### config.mk
export PLATFORM = sky130hd
export DESIGN_NAME = dmem_arbiter
export DESIGN_NICKNAME = d
export VERILOG_FILES = /design/src/rtl/dmem_arbiter.sv
export SDC_FILE = /design/constraint.sdc
export NUM_CORES = 1
export LEC_CHECK = 0
export ABC_AREA = 0
export CAP_MARGIN = 20
export CORE_AREA = 3 3 116 118
export CTS_BUF_LIST = sky130_fd_sc_hd__clkbuf_4 sky130_fd_sc_hd__clkbuf_8 sky130_fd_sc_hd__clkbuf_16
export DETAILED_ROUTE_END_ITERATION = 6
export DIE_AREA = 0 0 119 121
export DONT_BUFFER_PORTS = 1
export HOLD_SLACK_MARGIN = 0.02
export PLACE_DENSITY_LB_ADDON = 0.15
export SLEW_MARGIN = 20
export SYNTH_ARGS = -nofsm -noshare
export SYNTH_HDL_FRONTEND = slang
export SYNTH_SLANG_ARGS = --single-unit
### constraint.sdc
create_clock -name clk -period 2.7 [get_ports clk]
set_clock_uncertainty 0.05 [all_clocks]
set_input_delay 0.405 -clock clk [delete_from_list [all_inputs] [get_ports clk]]
set_output_delay 0.405 -clock clk [all_outputs]
set_load 0.01 [all_outputs]
### src/rtl/dmem_arbiter.sv
`default_nettype none
// ============================================================================
// Module      : dmem_arbiter
// Description : Two-master arbiter for a single-port synchronous-read data
//               memory, with lock support and tagged one-cycle read return.
// Revision    : 1.0 - initial release
// ============================================================================
module dmem_arbiter #(
    parameter int AW         = 32,
    parameter int DW         = 32,
    parameter int FIXED_PRIO = 0
) (
    input  logic          clk,
    input  logic          reset,

    input  logic          m0_req,
    input  logic          m0_we,
    input  logic          m0_lock,
    input  logic [AW-1:0] m0_addr,
    input  logic [DW-1:0] m0_wdata,
    output logic          m0_gnt,
    output logic          m0_rvalid,
    output logic [DW-1:0] m0_rdata,

    input  logic          m1_req,
    input  logic          m1_we,
    input  logic          m1_lock,
    input  logic [AW-1:0] m1_addr,
    input  logic [DW-1:0] m1_wdata,
    output logic          m1_gnt,
    output logic          m1_rvalid,
    output logic [DW-1:0] m1_rdata,

    output logic [AW-1:0] mem_addr,
    output logic [DW-1:0] mem_wdata,
    output logic          mem_wen,
    input  logic [DW-1:0] mem_rdata
);

    typedef enum logic [1:0] {
        ST_OPEN = 2'd0,
        ST_OWN0 = 2'd1,
        ST_OWN1 = 2'd2
    } state_t;

    localparam logic c_FIXED = (FIXED_PRIO != 0);

    state_t          r_state;
    logic            r_last_gnt;
    logic            r_rd_pend;
    logic            r_rd_tag;
    logic [AW-1:0]   r_addr;
    logic [DW-1:0]   r_wdata;

    logic            w_gnt0;
    logic            w_gnt1;
    logic            w_acc;
    logic            w_we;
    logic [AW-1:0]   w_addr;
    logic [DW-1:0]   w_wdata;
    logic            w_rv0;
    logic            w_rv1;

    // r_last_gnt=1 means master 1 was granted last, so master 0 wins the next tie.
    always_comb begin
        w_gnt0 = 1'b0;
        w_gnt1 = 1'b0;
        if (!reset) begin
            case (r_state)
                ST_OWN0: w_gnt0 = m0_req;
                ST_OWN1: w_gnt1 = m1_req;
                default: begin
                    if (m0_req && m1_req) begin
                        if (c_FIXED || r_last_gnt) begin
                            w_gnt0 = 1'b1;
                        end else begin
                            w_gnt1 = 1'b1;
                        end
                    end else begin
                        w_gnt0 = m0_req;
                        w_gnt1 = m1_req;
                    end
                end
            endcase
        end
    end

    always_comb begin
        w_acc   = w_gnt0 | w_gnt1;
        w_we    = 1'b0;
        w_addr  = r_addr;
        w_wdata = r_wdata;
        if (w_gnt0) begin
            w_we    = m0_we;
            w_addr  = m0_addr;
            w_wdata = m0_wdata;
        end else if (w_gnt1) begin
            w_we    = m1_we;
            w_addr  = m1_addr;
            w_wdata = m1_wdata;
        end
    end

    always_ff @(posedge clk) begin
        if (reset) begin
            r_state    <= ST_OPEN;
            r_last_gnt <= 1'b1;
            r_rd_pend  <= 1'b0;
            r_rd_tag   <= 1'b0;
            r_addr     <= '0;
            r_wdata    <= '0;
        end else begin
            r_rd_pend <= w_acc & ~w_we;
            if (w_acc) begin
                r_addr     <= w_addr;
                r_wdata    <= w_wdata;
                r_last_gnt <= w_gnt1;
                r_rd_tag   <= w_gnt1;
            end
            case (r_state)
                ST_OPEN: begin
                    if (w_gnt0 && m0_lock) begin
                        r_state <= ST_OWN0;
                    end else if (w_gnt1 && m1_lock) begin
                        r_state <= ST_OWN1;
                    end
                end
                ST_OWN0: begin
                    if ((w_gnt0 && !m0_lock) || (!m0_req && !m0_lock)) begin
                        r_state <= ST_OPEN;
                    end
                end
                ST_OWN1: begin
                    if ((w_gnt1 && !m1_lock) || (!m1_req && !m1_lock)) begin
                        r_state <= ST_OPEN;
                    end
                end
                default: r_state <= ST_OPEN;
            endcase
        end
    end

    // Gating with reset drops a read whose data would land in a reset cycle.
    assign w_rv0 = r_rd_pend & ~r_rd_tag & ~reset;
    assign w_rv1 = r_rd_pend &  r_rd_tag & ~reset;

    assign m0_gnt    = w_gnt0;
    assign m1_gnt    = w_gnt1;
    assign m0_rvalid = w_rv0;
    assign m1_rvalid = w_rv1;
    assign m0_rdata  = w_rv0 ? mem_rdata : '0;
    assign m1_rdata  = w_rv1 ? mem_rdata : '0;

    assign mem_addr  = w_addr;
    assign mem_wdata = w_wdata;
    assign mem_wen   = w_acc & w_we;

endmodule
`default_nettype wire

==> results of run 1 <==
-- worst reg2reg max path, stage by stage, from the launching register on --
cell and delay [ps]:
dfxtp_2 340, inv_2 50, ha_4 260, and3b_1 180, or3_4 410, clkinv_8 100
buf_12 120, buf_16 160, mux2i_4 260, buf_4 130, buf_4 90, a211oi_1 60
-- path summary, 6_finish.rpt --
kind                           startpoint                       end  slack [ps]  cells past startpoint
hold / removal                      reset  r_wdata[21]$_SDFFE_PP0P_          80                      1
setup / recovery  r_state[0]$_SDFFE_PP0P_             mem_wdata[23]        -130                      9
setup reg to reg  r_state[0]$_SDFFE_PP0P_  r_wdata[12]$_SDFFE_PP0P_         350                     11
hold reg to reg     r_rd_tag$_SDFFE_PP0P_     r_rd_tag$_SDFFE_PP0P_         430                      2
-- cells by family (layout without fill, tap and decap cells) --
| kind of cell | count (synthesis) | in the layout | synth area share [%] |
|---|---|---|---|
| DFF | 69 | 69 | 31.3 |
| adders and majority gates | 3 | 3 | 0.850 |
| and+or+nand+nor | 214 | 214 | 23.0 |
| AOI/OAI and AO/OA | 144 | 144 | 23.4 |
| buffers and inverters | 58 | 125 | 6.97 |
| muxes | 64 | 64 | 14.5 |
-- cells in the mapped netlist (2+ instances only) --
cell,count
nor2_1,129
dfxtp_1,69
a21oi_1,66
and2_1,65
mux2i_1,64
a211oi_1,41
a211oi_2,23
clkbuf_1,23
buf_2,18
inv_1,8
nand2_1,7
buf_4,3
ha_1,3
o21ai_0,3
buf_12,2
buf_8,2
nand2b_1,2
nand3_1,2
o211ai_1,2
-- sequential cells by signal, indices dropped and copies added (netlist names) --
signal and flops:
r_addr 32, r_wdata 32, r_state 2, r_last_gnt 1, r_rd_pend 1, r_rd_tag 1
-- layer usage --
layer | GRT usage, % | vias to the layer above | wire (microns)
li1 | - | 2063 | -
met1 | 22.8 | 2000 | 5910
met2 | 33.2 | 187 | 7480
met3 | 5.97 | 24 | 1140
met4 | 8.25 | 0 | 359
met5 | 0 | - | 0
-- repair_timing --
action / 4_1_cts / 5_1_grt
resized for setup: 137 / 38
cloned: 7 / 1
buffers inserted: 25 / 11
setup endpoints to repair: 66 / 66
pin swaps: 23 / 9
hold buffers: 0 / 0
-- per-stage QoR --
step           TNS, ps  utilization [%]  power, mW
5_1_grt         -10430             53.2       4.88
3_3_place_gp         0             39.3       2.65
3_5_place_dp         0             39.3       2.66
2_1_floorplan        0                -       2.28
6_report         -4030             53.2       4.64
4_1_cts          -4450             50.5       4.51
-- power by group through the flow --
stage	clock network [mW]	logic, mW	registers, mW
floorplan	0	1.03	1.25
detailed placement	0	1.40	1.26
CTS	1.31	1.91	1.29
global placement	0	1.39	1.26
finish	1.28	2.06	1.30
global route	1.36	2.21	1.32
-- layout make-up --
class                           count  area [sq um]
Timing Repair Buffer              100          1200
Tap cell                          172           215
Clock buffer                       10           233
Inverter                            9          46.3
Multi-Input combinational cell    425          3510
Clock inverter                      6          86.3
Fill cell                        1125          5890
Sequential cell                    69          1380
==> summary.txt, run 1 <==
Status: finished, violations left
Failing checks: setup timing
Pin count of the biggest net entering global routing: 73
Logic pwr share: 44.3%
Synthesized area per cell: 8.00 sq um
CTS Buffer Depth: 2
DRC viols: 0
Sequential group share of total power: 28.1%
Total GRT Usage: 19.5%
Syn_nets: 723
CTS buffer count: 9
Site row count: 41
Async S/R FF share, synth: 0%
Fin Hold WS: 78.4 ps
VDD IR-drop max: 0.384 mV
CTS tree: built
# Max-Cap Violations: 0
Hold WC Path Type: primary input to flop
Vias: 4,274
Min cycle time layout: 2830 ps
Clock transition at path regs: 60 ps
Die Span Y: 121 microns
IO Count: 301
Final wirelength: 14,900 microns
Crit path kind: flop to output port
P&R area growth vs syn: 51.3%
Mapped Cells: 552
Worst Setup Slack, final: -127 ps
Core box area: 12,600 sq um
Total clock sinks: 69
Crit path cell chain: inv_2 -> ha_4 -> and3b_1 -> or3_4 -> clkinv_8 -> buf_12 -> mux2i_1 -> a21oi_1 -> buf_4
Max incr delay on CP: 410 ps
DIE AREA: 14,400 sq um
Post-synth EDFFs: 0
Synth Flop Type: dfxtp_1
Final Hold Fails: 0
# port buffers: 0
Die Wd: 119 microns
Synth top area share: 31.3%
CP required: 2250 ps
Inserted Diodes: 0
Post-synthesis cell type count: 39
Delay-heaviest family, CP: simple AND/OR/NAND/NOR gates
Synth Cell Area: 4410 sq um
Post-DR vias/cell: 5.40
RSZ-0062 raised after global routing: yes
Pwr Density: 694 nW/um^2
FF+latch count, synth: 69
Sw Share: 33.3%
CTS H-tree lvls: 3
Setup violations, final: 59
Slew @ Worst Pin: 762 ps
Data arrival, critical path: 2370 ps
Placement Setup Slack: 63.4 ps
Clock Power Share: 27.6%
GRT overflow: 0
Antenna violations before repair: 0
Psw: 1.55 mW
Post-synth top area cell: dfxtp_1
CP Capture Type: output port
Vias in the first global route: 4,257
Area after DPL: 4940 sq um
Startpoint Class: flop
Final instance area: 6680 sq um
Max Clk Rate: 354 MHz
Tcrit/Tclk final: 105%
Hpwl dp: 9710 microns
Placed instance count: 731
Slew Limit Fails: 0
Worst-skew pair later-pin latency: 340 ps
Global-route wire length before repair: 22,400 microns
Antenna Violating Nets Remaining: 0
Initial cell density of the core: 35.1%
1st-iter DRT viols: 175
Worst slew margin: 49.2%
Non-Filler Instances: 791
CTS root buffer: clkbuf_16
Max FO, Critical Path: 14
YS warnings: 0
Sequential fraction of the synthesis area: 31.3%
Max stage delay cell, worst path: or3_4
Commonest non-fill, non-tap cell in the layout: nor2_1
Detailed Routing Iterations Pass 1: 4
Most frequent cells in the layout: 126 x nor2_1, 67 x dfxtp_1, 65 x and2_1
Gpl congestion: 0.780
Buffer and inverter count on the worst path: 4
Lkg Pwr: 2.46 nW
Share of layout cells above drive strength 1: 41.8%
NumNets Final: 785
Power Internal: 3.09 mW
Routed WL per cell: 18.8 microns
Synth top area cells: dfxtp_1 31%, mux2i_1 15%, nor2_1 11%
(Power assumes the default switching activity.)
==> inputs of run 2 (changes only) <==
--- a/config.mk
+++ b/config.mk
@@ -7,14 +7,14 @@
 export LEC_CHECK = 0
 export ABC_AREA = 0
 export CAP_MARGIN = 20
-export CORE_AREA = 3 3 116 118
+export CORE_AREA = 3 3 115 117
 export CTS_BUF_LIST = sky130_fd_sc_hd__clkbuf_4 sky130_fd_sc_hd__clkbuf_8 sky130_fd_sc_hd__clkbuf_16
 export DETAILED_ROUTE_END_ITERATION = 6
-export DIE_AREA = 0 0 119 121
+export DIE_AREA = 0 0 118 120
 export DONT_BUFFER_PORTS = 1
 export HOLD_SLACK_MARGIN = 0.02
 export PLACE_DENSITY_LB_ADDON = 0.15
-export SLEW_MARGIN = 20
+export SLEW_MARGIN = 10
 export SYNTH_ARGS = -nofsm -noshare
 export SYNTH_HDL_FRONTEND = slang
 export SYNTH_SLANG_ARGS = --single-unit
==> run 2 against run 1 <==
Effect of this change: the run still ends with setup timing left; cell count is 1.1% lower; clock-buffer cell count did not move; hold slack better by 4.4 ps; worst setup slack lost 7.7 ps; combinational power rose by 5%; critical path depth stayed put; non-clock buffer count is 9 lower; die area decreased by 1.7%; cell area up 3.0%; global-route usage rose by 2.0 points; critical path type unchanged; largest cell class unchanged; highest routed layer unchanged.
==> summary.txt, run 2 (same netlist as run 1, synthesis figures left out) <==
Crit path cell chain: inv_2 -> ha_4 -> and3b_1 -> or3_4 -> clkinv_8 -> buf_8 -> clkbuf_16 -> mux2i_4 -> a21oi_2
Total GRT Usage: 21.5%
Share of layout cells above drive strength 1: 44.6%
Fin Hold WS: 82.8 ps
CTS tree: built
Reg2reg path depth: 11
DRC viols: 0
Met1 wire length: 6060 microns
Fin util: 55.2%
Buffer and inverter count on the worst path: 4
Max Clk Rate: 353 MHz
Lkg Pwr: 2.42 nW
Global-route wire length before repair: 24,100 microns
R2r setup slk: 310 ps
Max incr delay on CP: 430 ps
Initial cell density of the core: 35.4%
Die Span Y: 120 microns
Pwr Density: 679 nW/um^2
Hold path cells: 1
Pin count of the biggest net entering global routing: 72
DIE AREA: 14,200 sq um
RSZ-0062 raised after global routing: yes
Crit path kind: flop to output port
Hold WC Path Type: primary input to flop
1st-iter DRT viols: 289
Worst-skew pair later-pin latency: 330 ps
P&R area growth vs syn: 55.9%
Non-Filler Instances: 782
Fillers: 1,076
FF-to-FF Start: r_state[0]$_SDFFE_PP0P_
CTS root buffer: clkbuf_16
Total clock sinks: 69
IO Count: 301
CTS Buffer Depth: 2
Site row count: 41
CTS buffer count: 9
Vias: 4,358
Failing checks: setup timing
Final wirelength: 16,000 microns
Tcrit/Tclk final: 105%
CP Capture Type: output port
Placement Setup Slack: 43.9 ps
CP required: 2250 ps
Placed instance count: 699
Max stage delay cell, worst path: or3_4
Slew Limit Fails: 0
Setup violations, final: 65
Hpwl dp: 9770 microns
VDD IR-drop max: 0.398 mV
Detailed Routing Iterations Pass 1: 4
Clock transition at path regs: 60 ps
Cts hold-fix bufs: 0
Register area: 1380 sq um
Highest routed metal layer: met4
Setup_tns: -5750 ps
Final Hold Fails: 0
Delay-heaviest family, CP: simple AND/OR/NAND/NOR gates
Most frequent cells in the layout: 129 x nor2_1, 67 x dfxtp_1, 66 x buf_4
Gpl congestion: 0.836
Overall Power: 4.67 mW
Core box area: 12,500 sq um
NumNets Final: 776
Worst Hold Endpoint: r_wdata[24]$_SDFFE_PP0P_
Hold wc startpoint: reset
Vias in the first global route: 4,321
Worst slew margin: 77.9%
# port buffers: 0
Antenna Violating Nets Remaining: 0
Final instance area: 6880 sq um
CTS H-tree lvls: 3
Status: finished, violations left
Antenna violations before repair: 0
Inserted Diodes: 0
Slew @ Worst Pin: 329 ps
Die Wd: 118 microns
# Max-Cap Violations: 0
DR WL met2: 8170 microns
Regs by FF count: r_addr (32), r_wdata (32), r_state (2)
Routed WL per cell: 20.5 microns
Post-DR vias/cell: 5.57
Startpoint Class: flop
Worst Setup Slack, final: -135 ps
Worst R2R End: r_wdata[20]$_SDFFE_PP0P_
GRT overflow: 0
Commonest non-fill, non-tap cell in the layout: nor2_1
Area after DPL: 4640 sq um
Max FO, Critical Path: 7
Footprint of the multi-input gates: 3880 sq um
Data arrival, critical path: 2380 ps
Met3 WL post-DR: 1380 microns
Min cycle time layout: 2840 ps
[run 2: cell type report]
type | count | area share, %
multi-input cells | 425 | 56.4
flip-flops and latches | 69 | 20.1
repair buffers | 91 | 15.3
clock buffers | 10 | 3.47
well taps | 172 | 3.13
clock inverters | 6 | 0.909
inverters | 9 | 0.673
[run 2: worst reg2reg max path: stages (launching register included)]
cell and delay [ps]:
dfxtp_2 340, inv_2 60, ha_4 270, and3b_1 190
or3_4 430, clkinv_8 110, buf_12 130, buf_16 140
mux2i_4 260, buf_4 140, buf_4 90, a211oi_2 50
[run 2: routing by layer]
| metal | global-route usage [%] | vias to the layer above |
|---|---|---|
| li1 | - | 2040 |
| met1 | 24.9 | 2081 |
| met2 | 36.8 | 205 |
| met3 | 7.92 | 32 |
| met4 | 7.25 | 0 |
| met5 | 0 | - |
[run 2: what timing repair did]
item                       in CTS  in global routing
cloned                         10                  1
setup buffers                  42                 16
resized for setup             191                 40
setup endpoints to repair      66                 65
pin swaps                      46                 21
[run 2: power by group]
| group | leakage (nW) | switching [mW] | internal, mW |
|---|---|---|---|
| Sequential | 0.574 | 0.132 | 1.20 |
| Combinational | 1.69 | 1.04 | 1.12 |
| Clock | 0.152 | 0.447 | 0.738 |
| Total | 2.42 | 1.62 | 3.05 |
[run 2: worst max-delay path by stage]
stage | startpoint | end | cells past startpoint
2_1_floorplan | r_state[0]$_SDFFE_PP0P_ | mem_addr[0] | 9
4_1_cts | r_state[1]$_SDFFE_PP0P_ | mem_addr[5] | 9
5_1_grt | r_state[0]$_SDFFE_PP0P_ | mem_addr[7] | 9
3_5_place_dp | r_state[0]$_SDFFE_PP0P_ | mem_addr[1] | 8
3_3_place_gp | r_state[0]$_SDFFE_PP0P_ | mem_addr[6] | 8
6_report | r_state[0]$_SDFFE_PP0P_ | mem_addr[7] | 9
==> inputs of run 3 (changes only) <==
--- a/config.mk
+++ b/config.mk
@@ -9,6 +9,7 @@
 export CAP_MARGIN = 20
 export CORE_AREA = 3 3 115 117
 export CTS_BUF_LIST = sky130_fd_sc_hd__clkbuf_4 sky130_fd_sc_hd__clkbuf_8 sky130_fd_sc_hd__clkbuf_16
+export CTS_CLUSTER_SIZE = 16
 export DETAILED_ROUTE_END_ITERATION = 6
 export DIE_AREA = 0 0 118 120
 export DONT_BUFFER_PORTS = 1
==> constraint.sdc (replaced) <==
create_clock -name clk -period 2.9 [get_ports clk]
set_clock_uncertainty 0.05 [all_clocks]
set_input_delay 0.435 -clock clk [delete_from_list [all_inputs] [get_ports clk]]
set_output_delay 0.435 -clock clk [all_outputs]
set_load 0.01 [all_outputs]
==> run 3 against run 2 <==
Effect of this change: the flow now finishes without violations; first-iteration DRC count fell by 18%; power fell by 16%; register-to-register slack improved by 270 ps; cell count shrank 8.6%; sequential power shrank 9%; clock power decreased by 3%; clock-buffer cell count grew 2; non-clock buffer count shrank 66; worst setup slack improved by 140 ps; global-route usage is 2.5 points lower; sequential cell count stayed put; largest cell class unchanged; largest power group unchanged.
==> summary.txt, run 3 (same netlist as run 1, synthesis figures left out) <==
Routed WL per cell: 20.6 microns
Crit path kind: flop to output port
Fillers: 1,207
Vias in the first global route: 3,772
VDD IR-drop max: 0.264 mV
Register area: 1390 sq um
Hpwl dp: 9430 microns
Tcrit/Tclk final: 99.7%
Startpoint Class: flop
Footprint of the multi-input gates: 3470 sq um
Worst R2R End: r_wdata[27]$_SDFFE_PP0P_
Setup_tns: 0 ps
Sw Share: 34.8%
Setup violations, final: 0
P&R area growth vs syn: 32.3%
CP Capture Type: output port
Fin Hold WS: 112 ps
Total GRT Usage: 19.0%
Hold wc startpoint: reset
Antenna Violating Nets Remaining: 0
Pin count of the biggest net entering global routing: 72
Final Hold Fails: 0
Slew @ Worst Pin: 888 ps
DRC viols: 0
NumNets Final: 710
Final wirelength: 14,700 microns
Die Wd: 118 microns
# port buffers: 0
Worst Hold Endpoint: r_addr[2]$_SDFFE_PP0P_
Lkg Pwr: 2.02 nW
Global-route wire length before repair: 21,400 microns
Logic pwr share: 39.8%
Psw: 1.36 mW
Core box area: 12,500 sq um
1st-iter DRT viols: 238
Worst slew margin: 40.8%
Total clock sinks: 69
Share of layout cells above drive strength 1: 33.7%
Hold WC Path Type: primary input to flop
# Max-Cap Violations: 0
FF-to-FF Start: r_state[0]$_SDFFE_PP0P_
Site row count: 41
CP required: 2410 ps
Power Internal: 2.55 mW
CTS Buffer Depth: 2
Max Clk Rate: 346 MHz
Pwr Density: 670 nW/um^2
Hold path cells: 1
CTS H-tree lvls: 3
Min cycle time layout: 2890 ps
Max FO, Critical Path: 16
Most frequent cells in the layout: 129 x nor2_1, 67 x dfxtp_1, 65 x and2_1
Placed instance count: 687
Status: completed
Gpl congestion: 0.773
Clock Power Share: 29.2%
GRT overflow: 0
Non-Filler Instances: 715
CTS tree: built
Antenna violations before repair: 0
Slew Limit Fails: 0
CTS buffer count: 9
Initial cell density of the core: 35.4%
Inserted Diodes: 0
Commonest non-fill, non-tap cell in the layout: nor2_1
IO Count: 301
R2r setup slk: 580 ps
RSZ-0062 raised after global routing: yes
Detailed Routing Iterations Pass 1: 4
Post-DR vias/cell: 5.59
Reg2reg path depth: 9
Die Span Y: 120 microns
Regs by FF count: r_addr (32), r_wdata (32), r_state (2)
Worst-skew pair later-pin latency: 330 ps
Cts hold-fix bufs: 0
Clock transition at path regs: 60 ps
CTS root buffer: clkbuf_16
Data arrival, critical path: 2410 ps
Vias: 3,999
DIE AREA: 14,200 sq um
Sequential group share of total power: 31.0%
run 3: stage by stage:
step	util, %	total power [mW]	setup slack (ps)	instance area (sq um)
after floorplan	-	2.12	373	4410
after CTS	42.6	3.69	0.0755	5310
after global placement	36.5	2.29	155	4550
after detailed placement	36.5	2.31	67.3	4550
final	46.8	3.91	9.27	5840
after global routing	46.8	4.12	-79.0	5840
run 3: power groups by stage:
stage          Sequential [mW]  Combinational, mW  Clock [mW]
6_report                  1.21               1.55        1.14
5_1_grt                   1.22               1.67        1.23
4_1_cts                   1.18               1.34        1.18
3_5_place_dp              1.17               1.13           0
3_3_place_gp              1.17               1.12           0
2_1_floorplan             1.16              0.962           0
run 3: final cells by class:
type                    count  area share, %
flip-flops and latches     69           23.7
clock buffers              12           4.56
clock inverters             3          0.750
multi-input cells         425           59.4
repair buffers             25           7.03
inverters                   9          0.836
well taps                 172           3.69
run 3: worst max-delay path by stage:
| stage | startpoint | to | slack [ps] | depth (start not counted) |
|---|---|---|---|---|
| floorplan | r_state[0]$_SDFFE_PP0P_ | mem_addr[0] | 370 | 9 |
| global placement | r_state[0]$_SDFFE_PP0P_ | mem_wdata[24] | 160 | 9 |
| detailed placement | r_state[0]$_SDFFE_PP0P_ | mem_wdata[24] | 70 | 9 |
| CTS | r_state[1]$_SDFFE_PP0P_ | mem_addr[9] | 0.08 | 8 |
| global route | r_state[0]$_SDFFE_PP0P_ | mem_wdata[30] | -80 | 8 |
| finish | r_state[0]$_SDFFE_PP0P_ | mem_addr[11] | 9 | 8 |
run 3: metal layers:
| layer | vias up | track usage (%) | part of all wire, % |
|---|---|---|---|
| li1 | 1902 | - | - |
| met1 | 1900 | 22.9 | 41 |
| met2 | 177 | 31.4 | 49 |
| met3 | 20 | 7.35 | 8.8 |
| met4 | 0 | 6.01 | 1.6 |
| met5 | - | 0 | 0 |
run 3: timing repair:
| item | in CTS | in global routing |
|---|---|---|
| resized for setup | 60 | 97 |
| gates cloned | 5 | 1 |
| setup endpoints to repair | 65 | 61 |
| pin swaps | 2 | 15 |
| setup buffers | 2 | 5 |
| hold endpoints to repair | 0 | 0 |
run 3: critical path, cell delays in order, from the launching register on:
cell and delay (ps):
dfxtp_4 360, inv_4 40, ha_4 270, and3b_2 210
or3_4 410, clkinv_8 130, buf_16 230, mux2i_2 260
a21oi_1 160
